`config.mk`:
```
export PLATFORM = sky130hd
export DESIGN_NAME = seg_scan_driver
export DESIGN_NICKNAME = d
export VERILOG_FILES = /design/src/rtl/seg_scan_driver.sv
export SDC_FILE = /design/constraint.sdc
export NUM_CORES = 1
export LEC_CHECK = 0
export CAP_MARGIN = 15
export CORE_MARGIN = 4
export CORE_UTILIZATION = 44
export DETAILED_ROUTE_END_ITERATION = 10
export PLACE_DENSITY = 0.78
export SYNTH_ARGS = -nofsm -noshare
export SYNTH_HDL_FRONTEND = slang
export SYNTH_SLANG_ARGS = --single-unit
```
`constraint.sdc`:
```
create_clock -name clk -period 2.9 [get_ports clk]
set_input_delay 0.58 -clock clk [delete_from_list [all_inputs] [get_ports clk]]
set_output_delay 0.58 -clock clk [all_outputs]
set_load 0.005 [all_outputs]
```
`src/rtl/seg_scan_driver.sv`:
```
// Time-multiplexed driver for an 8-digit common-anode seven-segment display.
// Latches the display value once per scan frame and scans digits every SCAN_DIV cycles.
module seg_scan_driver #(
  parameter int unsigned SCAN_DIV = 50000
) (
  input  logic        clk,
  input  logic        rst,
  input  logic        i_en,
  input  logic        i_blank_lz,
  input  logic [31:0] i_data,
  output logic [7:0]  o_seg,
  output logic [7:0]  o_sel,
  output logic        o_frame
);

  localparam int unsigned DIV_W = (SCAN_DIV > 1) ? $clog2(SCAN_DIV) : 1;
  localparam logic [DIV_W-1:0] DIV_LAST = DIV_W'(SCAN_DIV - 1);

  // Scan states: the digit index itself is the state, cycling D0..D7.
  localparam logic [2:0] D0 = 3'd0;
  localparam logic [2:0] D7 = 3'd7;

  localparam logic [7:0] SEG_OFF = 8'hFF;

  logic [DIV_W-1:0] div_q, div_d;
  logic [2:0]       idx_q, idx_d;
  logic [31:0]      shadow_q, shadow_d;
  logic             frame_q, frame_d;
  logic [7:0]       seg_q, seg_d;
  logic [7:0]       sel_q, sel_d;

  logic             tick;
  logic             boundary;
  logic [3:0]       nibble;
  logic [31:0]      upper;
  logic             lz_blank;

  function automatic logic [7:0] hex_glyph(input logic [3:0] n);
    logic [7:0] g;
    case (n)
      4'h0:    g = 8'hC0;
      4'h1:    g = 8'hF9;
      4'h2:    g = 8'hA4;
      4'h3:    g = 8'hB0;
      4'h4:    g = 8'h99;
      4'h5:    g = 8'h92;
      4'h6:    g = 8'h82;
      4'h7:    g = 8'hF8;
      4'h8:    g = 8'h80;
      4'h9:    g = 8'h90;
      4'hA:    g = 8'h88;
      4'hB:    g = 8'h83;
      4'hC:    g = 8'hC6;
      4'hD:    g = 8'hA1;
      4'hE:    g = 8'h86;
      4'hF:    g = 8'h8E;
      default: g = SEG_OFF;
    endcase
    return g;
  endfunction

  always_comb begin
    tick     = (div_q == DIV_LAST);
    boundary = tick && (idx_q == D7);

    div_d = tick ? '0 : div_q + DIV_W'(1);
    idx_d = tick ? idx_q + 3'd1 : idx_q;

    // While disabled the shadow tracks the input so enabling shows it at once.
    shadow_d = (!i_en || boundary) ? i_data : shadow_q;
    frame_d  = boundary && i_en;

    nibble   = shadow_q[{idx_q, 2'b00} +: 4];
    upper    = shadow_q >> {idx_q, 2'b00};
    lz_blank = (idx_q != D0) && i_blank_lz && (upper == 32'd0);

    sel_d = SEG_OFF;
    seg_d = SEG_OFF;
    if (i_en) begin
      sel_d = ~(8'h01 << idx_q);
      seg_d = lz_blank ? SEG_OFF : hex_glyph(nibble);
    end
  end

  always_ff @(posedge clk) begin
    if (rst) begin
      div_q    <= '0;
      idx_q    <= D0;
      shadow_q <= '0;
      frame_q  <= 1'b0;
      seg_q    <= SEG_OFF;
      sel_q    <= SEG_OFF;
    end else begin
      div_q    <= div_d;
      idx_q    <= idx_d;
      shadow_q <= shadow_d;
      frame_q  <= frame_d;
      seg_q    <= seg_d;
      sel_q    <= sel_d;
    end
  end

  assign o_seg   = seg_q;
  assign o_sel   = sel_q;
  assign o_frame = frame_q;

endmodule

```
==> run metrics, run 1 <==
status=complete, no violations; Slew Limit Fails=0; #FFs+latches synth=67; Worst-Skew Late Latency=0.34 ns; Hold Buf Count CTS=0; Max Freq=386 MHz; die height=92.0 um; Mapped Avg Cell Area=8.47 um^2; number of setup violations in the final report=0; DRT Pass-1 Iters=4; setup TNS=0 ns; peak supply drop=279 uV; GRT overflow=0; Ports=53; Max H-tree Level=3; Reg clk slew, reported paths=0.07 ns; total setup buffers inserted after CTS=0; slowest CP cell=mux4_1; via count=2,688; DP Area=0.00372 mm^2; Root Driver=clkbuf_8; Period minus WS final=2.59 ns; Lkg Pwr=1.48 nW; Nets=467; all-layer global routing usage=17.3%; DIE WIDTH=92.0 um; crit-path max FO=8; fin crit share=89.4%; CTS tree=yes; Crit Path Class=reg2reg; Placer Congestion=0.902; main flop type after synthesis=dfxtp_1; Syn Inst Count=367; Power Density=500 mW/mm^2; RSZ-0062 raised after global routing=false; Startpoint Class=flip-flop; Die ar.=0.00847 mm^2; number of flops mapped to enable cells by yosys=0; Unique masters post-synth=44; Core Area=0.00683 mm^2; global-route wire length before repair=11,700 um; final wirelength=7080 um; syn_nets=415; Arrival @ worst endpoint=2.85 ns; skew final=0.00902 ns; Avg Vias per Cell=5.18; Max clock buf depth=2; routed length per instance=13.6 um; FP Rows=30; Clock Sink Count=67; largest net degree at the start of global routing=34; drt initial violations=129; worst-path cell chain=mux4_1, nand2_1, nand2_1, inv_1, ha_1, nand2_1, a221oi_1, o2111ai_1, a22o_2, o211ai_1; Syn-to-layout area delta=25.6%; post-synthesis sequential area ratio=43.2%; Detailed Place HPWL=5230 um; vias in the first global route=2,562; max cap viols=0; area of the mapped netlist=0.00311 mm^2; DR DRC count=0; initial antenna violation count=0; Finished Cell Area=0.00390 mm^2; TritonCTS Buffers=9; antenna viol nets, final=0; CP peak stage delay=0.64 ns; Ant. Diodes=0; Hold Crit Class=reg2reg; Crit path top cell by count=nand2_1; crit path capture type=flip-flop; CTS resizes=0; async set or reset register ratio after synthesis=0%; share of cells above drive strength 1=8.27%; Rel. slew slack=62.1%; port bufs=51; final-report hold violation count=0; Worst Path Required=3.16 ns; Slew @ Worst Pin=0.569 ns; starting density of the core=45.5%; Synth Warn #=0
synth_stat cells, drive strengths merged, types with 6 or more instances:
cell type	count	area share, %
buf	11	2.1
nand3	13	2.1
ha	12	4.8
xor2	7	2.0
a21oi	41	6.6
nor2	31	3.7
dfxtp	67	43
o21ai	11	1.8
inv	7	0.85
mux2i	6	1.9
mux4	8	6.0
clkbuf	9	1.1
nand2	91	11
where the power goes:
part / leakage [nW] / total, W / internal, W / switching, W
sequential: 0.550 / 0.000988 / 0.000960 / 0.0000285
clock: 0.0934 / 0.000738 / 0.000394 / 0.000344
combinational: 0.838 / 0.000226 / 0.000122 / 0.000104
per-layer routing:
layer	track usage [%]	part of all wire, %	vias to the layer above
met3	5.50	5.0	14
li1	-	-	1356
met5	0	0	-
met4	7.55	1.9	0
met1	21.8	45	1237
met2	27.3	48	81
area by class of cell:
| type | instances | area [um^2] |
|---|---|---|
| clock buffer | 11 | 131 |
| clock inverter | 4 | 52.6 |
| fill | 641 | 2930 |
| inverter | 8 | 30.0 |
| multi-input combinational | 272 | 1640 |
| sequential | 67 | 1340 |
| tap | 96 | 120 |
| timing repair buffer | 61 | 586 |
logic make-up (layout without fill, tap and decap cells):
family / count (synthesis) / count (layout) / share of synthesized area (%)
AOI/OAI and AO/OA: 70 / 70 / 13.7
xor gates and xnor gates: 12 / 12 / 3.38
adders and majority gates: 12 / 12 / 4.83
buffers and inverters: 28 / 84 / 4.19
DFF: 67 / 67 / 43.2
muxes: 15 / 15 / 8.34
other: 1 / 1 / 0.121
and+or+nand+nor: 162 / 162 / 22.3
stage by stage:
stage | hold slack [ns] | instances | worst slack (ns) | total power (W) | util (%)
after floorplan | 0.418 | 367 | 0.444 | 0.00113 | -
after global placement | 0.430 | 504 | 0.320 | 0.00123 | 54.4
after detailed placement | 0.443 | 504 | 0.180 | 0.00123 | 54.4
after CTS | 0.454 | 519 | 0.154 | 0.00197 | 57.1
after global routing | 0.480 | 519 | 0.112 | 0.00204 | 57.1
final | 0.452 | 519 | 0.307 | 0.00195 | 57.1
final timing paths:
check / slack (ns) / depth (start not counted) / to / from
worst max-delay path: 0.31 / 10 / o_seg[4]$_SDFF_PP1_ / idx_q[0]$_SDFFE_PP0P_
worst min-delay path: 0.45 / 1 / div_q[0]$_SDFF_PP0_ / div_q[0]$_SDFF_PP0_
worst max register to register: 0.31 / 10 / o_seg[4]$_SDFF_PP1_ / idx_q[0]$_SDFFE_PP0P_
worst min register to register: 0.45 / 1 / div_q[0]$_SDFF_PP0_ / div_q[0]$_SDFF_PP0_
critical path, delay by kind of cell (launching register included):
kind | cells | cell delay (ns)
AO/OA/AOI/OAI | 4 | 0.77
adder cells (fa/ha/maj) | 1 | 0.23
buffers and inverters | 1 | 0.14
flip-flops | 1 | 0.45
multiplexers | 1 | 0.64
AND/OR/NAND/NOR | 3 | 0.30
sequential cells by signal (all words and copies together), names as in the netlist:
signal and cells:
shadow_q 32, div_q 16, o_sel 8, o_seg 7, idx_q 3, o_frame 1
placed cells by master (no fill, tap or decap), drive strengths merged, types with 2 or more instances in the layout:
cell type / count
ha: 12
nand2b: 5
xnor2: 5
clkbuf: 11
o21ai: 11
mux4: 8
mux2i: 6
or4: 2
nand4: 3
buf: 10
nand2: 91
nand3: 13
or3: 4
a21oi: 41
nor3: 5
inv: 7
nor4: 3
clkdlybuf4s50: 51
dfxtp: 67
a211oi: 2
clkinv: 4
nor2: 31
xor2: 7
o221ai: 4
o211ai: 3
Note: power is estimated with default switching activity, not from simulation.
==> run 2: changes to the inputs <==
HOLD_SLACK_MARGIN = 0.1   (was unset)
clock period = 2.77 ns   (was 2.9 ns; I/O delays follow)
==> run metrics, run 2 (synthesis results as in run 1) <==
skew final=0.00754 ns (-0.00148 ns); antenna viol nets, final=0 (unchanged); fin crit share=92.7% (+3.3 points); final wirelength=7150 um (+0.97%); Max Freq=389 MHz (+0.95%); RSZ-0062 raised after global routing=false; Max clock buf depth=2 (unchanged); largest net degree at the start of global routing=36 (+5.9%); routed length per instance=13.8 um (+0.97%); initial antenna violation count=0 (unchanged); Placer Congestion=0.893 (-1.0%); DIE WIDTH=92.0 um (unchanged); via count=2,691 (+0.11%); register area=0.00135 mm^2 (+0.19%); crit path capture type=flip-flop; number of setup violations in the final report=0 (unchanged); DRT Pass-1 Iters=4 (unchanged); all-layer global routing usage=17.3% (-0.069 points); die height=92.0 um (unchanged); Worst-Skew Late Latency=0.35 ns (about the same); status=complete, no violations; share of cells above drive strength 1=8.27% (unchanged); Ant. Diodes=0 (unchanged); Detailed Place HPWL=5230 um (about the same); Nets=466 (-0.21%); drt initial violations=89 (-31%); area of the multi-input gates=0.00164 mm^2 (unchanged); Die ar.=0.00847 mm^2 (unchanged); Max H-tree Level=3 (unchanged); most common cell after layout, fill and taps aside=nand2_1; Largest register FFs=32 (unchanged); peak supply drop=266 uV (-4.7%); Ports=53 (unchanged); final-report hold violation count=0 (unchanged); Startpoint Class=flip-flop; Avg Vias per Cell=5.18 (+0.11%); Arrival @ worst endpoint=2.83 ns (-0.02 ns); DR DRC count=0 (unchanged); GR peak layer=met2; met1 Use GR=21.8% (+0.051 points); commonest cells after routing, fill and taps aside=nand2_1 (91), dfxtp_1 (66), clkdlybuf4s50_1 (51), a21oi_1 (41), nor2_1 (31); max cap viols=0 (unchanged); Largest Register=shadow_q; Rel. slew slack=61.6% (-0.45 points); Worst Path Required=3.03 ns (-0.13 ns); crit-path max FO=8 (unchanged); setup TNS=0 ns (unchanged); Total Power=0.00214 W (+9.6%); fill count=668 (+4.2%); global-route wire length before repair=11,600 um (-1.3%); FP Rows=30 (unchanged); Reg clk slew, reported paths=0.07 ns (about the same); TritonCTS Buffers=9 (unchanged); Period minus WS final=2.57 ns (-0.0244 ns); Core Area=0.00683 mm^2 (unchanged); Crit Path Class=reg2reg; Slew Limit Fails=0 (unchanged); starting density of the core=45.5% (unchanged); GRT overflow=0 (unchanged); met3 usage=4.18% (-1.3 points); Slew @ Worst Pin=0.576 ns (+0.00669 ns); Hold Crit Class=reg2reg; Clock Sink Count=67 (unchanged); vias in the first global route=2,454 (-4.2%); Power Density=545 mW/mm^2 (+9.0%); Syn-to-layout area delta=26.2%; grt met2 use=26.9% (-0.43 points); CTS tree=yes; port bufs=51 (unchanged); Root Driver=clkbuf_8; Lkg Pwr=1.48 nW (+0.23%)
-- run 2: power by group --
group,internal (W),switching (W)
sequential,0.00100,0.0000304
clock,0.000504,0.000364
combinational,0.000127,0.000109
total,0.00164,0.000504
-- run 2: worst paths after layout --
path / startpoint / to / slack [ns] / depth (start not counted)
max: idx_q[0]$_SDFFE_PP0P_ / o_seg[6]$_SDFF_PP1_ / 0.20 / 10
min: div_q[0]$_SDFF_PP0_ / div_q[0]$_SDFF_PP0_ / 0.46 / 1
max reg2reg: idx_q[0]$_SDFFE_PP0P_ / o_seg[6]$_SDFF_PP1_ / 0.20 / 10
min reg2reg: div_q[0]$_SDFF_PP0_ / div_q[0]$_SDFF_PP0_ / 0.46 / 1
-- run 2: layout make-up --
type	instances	area share [%]
clock buffers	11	3.35
clock inverters	5	1.98
inverters	8	0.766
multi-input cells	272	41.8
flip-flops and latches	67	34.3
well taps	96	3.06
repair buffers	60	14.7
-- run 2: timing repair --
item | in CTS | in global routing
buffers inserted | 0 | 0
hold buffers | 0 | 0
gates resized for setup | 1 | 1
setup endpoints to repair | 1 | 6
-- run 2: through the flow --
stage	std cells	area, um^2	hold slack [ns]	worst slack [ns]	utilization (%)
global route	519	3920	0.488	0.0120	57.4
global placement	503	3710	0.430	0.177	54.3
finish	519	3920	0.463	0.201	57.4
detailed placement	503	3710	0.444	0.0391	54.3
floorplan	367	3110	0.418	0.314	-
CTS	519	3920	0.464	0.141	57.4
-- run 2: layer usage --
layer	wire length, um	up-vias
li1	-	1359
met1	3220	1223
met2	3260	91
met3	432	18
met4	232	0
met5	0	-
-- run 2: critical path, stage by stage (launching register included) --
cell and delay [ns]:
dfxtp_4 0.42, mux4_1 0.64, nand2_1 0.10, nand2_1 0.13, inv_1 0.15, ha_1 0.22, nand2_1 0.06, a221oi_1 0.21
o2111ai_1 0.16, a22o_2 0.29, o221ai_1 0.10
